--- src/rtl/tile_feeder.sv ---
// rtl/tile_feeder.sv - stages DEPTH row words, parallel-loads them into transpose_fifo, then paces the shifts
// Optional TILE_FEEDER_ZERO_PAD_EN adds in_last, which closes a short tile and zero-pads the rest.
module tile_feeder #(
  parameter int DEPTH = 8,
  parameter int BITS  = 64
) (
  input  logic                        clk,
  input  logic                        rst_n,
  input  logic                        in_valid,
  input  logic [BITS-1:0]             in_data,
`ifdef TILE_FEEDER_ZERO_PAD_EN
  input  logic                        in_last,
`endif
  output logic                        in_ready,
  input  logic                        drain_ready,
  output logic [DEPTH-1:0][BITS-1:0]  fifo_d,
  output logic                        fifo_wren,
  output logic                        fifo_en,
  output logic                        tile_done,
  output logic                        busy
);

  localparam int CW = $clog2(DEPTH + 1);

  logic [CW-1:0]              buf_cnt;
  logic [CW-1:0]              drain_cnt;
  logic [DEPTH-1:0][BITS-1:0] tile_buf;
  logic                       live;
  logic                       accept;

  assign in_ready  = (buf_cnt != CW'(DEPTH));
  assign accept    = in_valid && in_ready;
  // Load waits for the FIFO to finish shifting the previous tile, so wren and en never overlap.
  assign fifo_wren = (buf_cnt == CW'(DEPTH)) && !live;
  assign fifo_en   = live && drain_ready;
  assign fifo_d    = tile_buf;
  assign busy      = (buf_cnt != '0) || live;

  always_ff @(posedge clk) begin
    if (!rst_n) begin
      buf_cnt   <= '0;
      drain_cnt <= '0;
      tile_buf  <= '0;
      live      <= 1'b0;
      tile_done <= 1'b0;
    end else begin
      tile_done <= 1'b0;

      if (accept) begin
        for (int k = 0; k < DEPTH; k++) begin
          if (buf_cnt == CW'(k)) tile_buf[k] <= in_data;
        end
`ifdef TILE_FEEDER_ZERO_PAD_EN
        if (in_last) begin
          // Entries after the last word are cleared so a short tile drains with trailing zeros.
          for (int k = 0; k < DEPTH; k++) begin
            if (CW'(k) > buf_cnt) tile_buf[k] <= '0;
          end
          buf_cnt <= CW'(DEPTH);
        end else begin
          buf_cnt <= buf_cnt + CW'(1);
        end
`else
        buf_cnt <= buf_cnt + CW'(1);
`endif
      end

      if (fifo_wren) begin
        buf_cnt   <= '0;
        live      <= 1'b1;
        drain_cnt <= '0;
      end

      if (fifo_en) begin
        drain_cnt <= drain_cnt + CW'(1);
        if (drain_cnt == CW'(DEPTH - 1)) begin
          live      <= 1'b0;
          tile_done <= 1'b1;
        end
      end
    end
  end

endmodule

--- config.mk ---
export PLATFORM = sky130hd
export DESIGN_NAME = tile_feeder
export DESIGN_NICKNAME = d
export VERILOG_FILES = /design/src/rtl/tile_feeder.sv
export SDC_FILE = /design/constraint.sdc
export NUM_CORES = 1
export LEC_CHECK = 0
export BUFFER_PORTS_ARGS = -buffer_cell sky130_fd_sc_hd__buf_2
export CORE_AREA = 10 10 219 221
export DETAILED_ROUTE_END_ITERATION = 8
export DIE_AREA = 0 0 229 231
export MAX_ROUTING_LAYER = met4
export PLACE_DENSITY_LB_ADDON = 0.25
export SKIP_CTS_REPAIR_TIMING = 1
export SLEW_MARGIN = 10
export SYNTH_ARGS = -nofsm -noshare
export SYNTH_HDL_FRONTEND = slang
export SYNTH_SLANG_ARGS = --single-unit
--- constraint.sdc ---
create_clock -name clk -period 2.9 [get_ports clk]
set_input_delay 0.58 -clock clk [delete_from_list [all_inputs] [get_ports clk]]
set_output_delay 0.58 -clock clk [all_outputs]
set_load 0.05 [all_outputs]
==> impl_results.md <==
* Outcome: completed
* Seq/Total Area, Yosys at 55.65%
* CTS max path bufs at 3
* Max Slew Vio Count at 0
* Crit path kind: flip-flop to output pin
* Initial antenna violation count at 1
* LEAKAGE at 9.719 nW
* Reg-to-reg startpoint: buf_cnt[2]
* Initial core utilization at 42.93%
* Fin Clk Skew at 13.95 ps
* Largest delay share family, worst path: simple AND/OR/NAND/NOR gates
* H-tree depth at 2
* Total Wirelength at 70130 um
* Post-synthesis cell count at 2359
* Pin count of the biggest net entering global routing at 93
* Worst path slowest cell: or4b_2
* Post-synthesis register bit count at 522
* Reg2Reg Depth at 5
* Syn. warnings at 0
* Setup TNS at 0 ps
* RSZ-0062 raised after global routing: false
* Routed via count at 17596
* WP buf/inv at 2
* Share of layout cells above drive strength 1 at 25.28%
* HP Class: input pin to flip-flop
* Global routing usage on met1 at 29.79%
* Worst path depth at 4
* Maximum VDD drop at 0.4442 mV
* # rows at 77
* Final Hold Viols at 0
* Clock latency at the later pin of the worst-skew pair at 580 ps
* Clk root buf: clkbuf_16
* Fin area at 0.02319 mm2
* HPWL after DPL at 48210 um
* Die Y at 231 um
* Detail Route Antenna Nets at 0
* Syn_area_per_cell at 7.961 um2
* Vias/cell at 5.144
* Worst Setup SP: buf_cnt[0]
* Core footprint at 0.04374 mm2
* Endpoints failing setup at 0
* Reg2reg end: fifo_d[497]
* CP max FO at 6
* Element type at the critical path end: output pin
* Tightest Pin Transition at 775.6 ps
* GRT met3 Usage at 6.365%
* Synth unique cells at 34
* I/O Buffers at 584
* Tot Pwr at 0.01534 W
* Critical path launch point type: flip-flop
* Gpl congestion at 0.8382
* CTS tree: built
* Maxcap violations at 0
* Gr busiest metal: met2
* Post-Place Cell Area at 0.02153 mm2
* Commonest non-fill, non-tap cell in the layout: nand2_1
* Power Density at 661.4 mW/mm2
* # IOs at 585
* CP endpoint: busy
* Leading cell types in the layout, fill and taps excluded: nand2_1 (1030), buf_2 (584), dfxtp_1 (521)
* Num CTS Buffers at 52
* First-pass GRT wire length at 102900 um
* Fmax at 0.3579 GHz
* Fin crit period at 2794 ps
* Width of the die at 229 um
* Slew HR at 48.22%
* Nets at 2866
* Clock transition at the registers of the reported paths at 60 ps
* Worst slack at placement at 617.8 ps
* Top_reg_cell synth: dfxtp_1
* Clock tree sinks at 522
* First-pass DRT Iterations at 6
* Post-synth EDFFs at 0
* Ys async rst share at 0%
* R2R Setup Slk at 830 ps
* DIE AREA at 0.05290 mm2
* GRT overflow at 0
* Final Cycle Share at 96.36%
* Final worst slack at 105.6 ps
* CP max stage delay at 610 ps
* Number of global-route vias before repair at 16455
* Area growth syn-to-layout at 23.49%
* CP Data Required Time at 2320 ps
* Gr usage total at 25.59%
* Critical path cell sequence: inv_1 > ha_2 > or4b_2 > buf_2
* Syn nets at 2432
* WL/cell at 20.50 um
* Util after Layout at 53.02%
* Syn Std Cell Area at 0.01878 mm2
* Met2 GRT Util at 41.92%
* Worst EP arrival at 2210 ps
* Residual DRC at 0
* Drt first-iter violations at 1698
worst min path at each step:
stage / slack, ps / depth (start not counted) / startpoint / to
floorplan: 450 / 1 / drain_cnt[2] / drain_cnt[2]
global placement: 440 / 2 / fifo_d[270] / fifo_d[270]
detailed placement: 440 / 2 / fifo_d[369] / fifo_d[369]
CTS: 290 / 3 / in_data[1] / fifo_d[129]
global route: 320 / 3 / in_data[1] / fifo_d[257]
finish: 320 / 3 / in_data[1] / fifo_d[321]
layer usage:
layer	vias up	part of all wire (%)
met5	-	0
met4	0	3.7
met3	147	8.8
met2	762	48
met1	8314	39
li1	8373	-
kinds of logic after synthesis:
logic type | count (synthesis) | share of synthesized area (%)
fa+ha+maj | 5 | 0.3331
xor+xnor | 1 | 0.04665
compound gates | 522 | 14.02
buf+inv | 243 | 7.722
simple gates | 1066 | 22.23
flops | 522 | 55.65
cell type report:
type                            instances  area, um2
Multi-Input combinational cell       1594       6992
Fill cell                            4176      20550
Timing Repair Buffer                  620       3331
Antenna cell                            1      2.502
Tap cell                              592      740.7
Clock buffer                           79       1544
Inverter                                3      18.77
Sequential cell                       522      10450
Clock inverter                         10      110.1
flip-flops by register name, indices dropped and copies added, names as in the netlist:
name	cells
drain_cnt	4
live	1
buf_cnt	4
tile_done	1
fifo_d	512
worst reg2reg max path: cells and delay by family (launching register included):
family / cells / cell delay [ps]
flops: 1 / 820
compound gates: 1 / 60
buf+inv: 2 / 650
simple gates: 2 / 410
synthesized netlist by cell type, drive strengths merged (3+ instances only):
cell type,number,area (um2)
a21oi,514,2572
nand4b,4,35.03
nand2,1030,3866
buf,181,1217
a31oi,3,18.77
clkbuf,59,221.5
ha,5,62.56
nand3b,3,35.03
dfxtp,522,10450
nand4bb,4,45.04
and4b,4,40.04
nand4,4,25.02
through the flow:
step / cells / hold WS (ps)
after detailed placement: 3331 / 443.0
after global routing: 3421 / 320.5
after global placement: 3331 / 437.8
final: 3421 / 323.3
after floorplan: 2359 / 449.3
after CTS: 3420 / 292.8
power breakdown:
| group | switching, W | internal (W) | leakage (nW) | total (W) |
|---|---|---|---|---|
| Combinational | 0.00109 | 0.000273 | 4.70 | 0.00137 |
| Clock | 0.00276 | 0.00382 | 0.800 | 0.00658 |
| Sequential | 0.0000780 | 0.00731 | 4.22 | 0.00739 |
| Total | 0.00394 | 0.0114 | 9.72 | 0.0153 |
(Power assumes the default switching activity.)
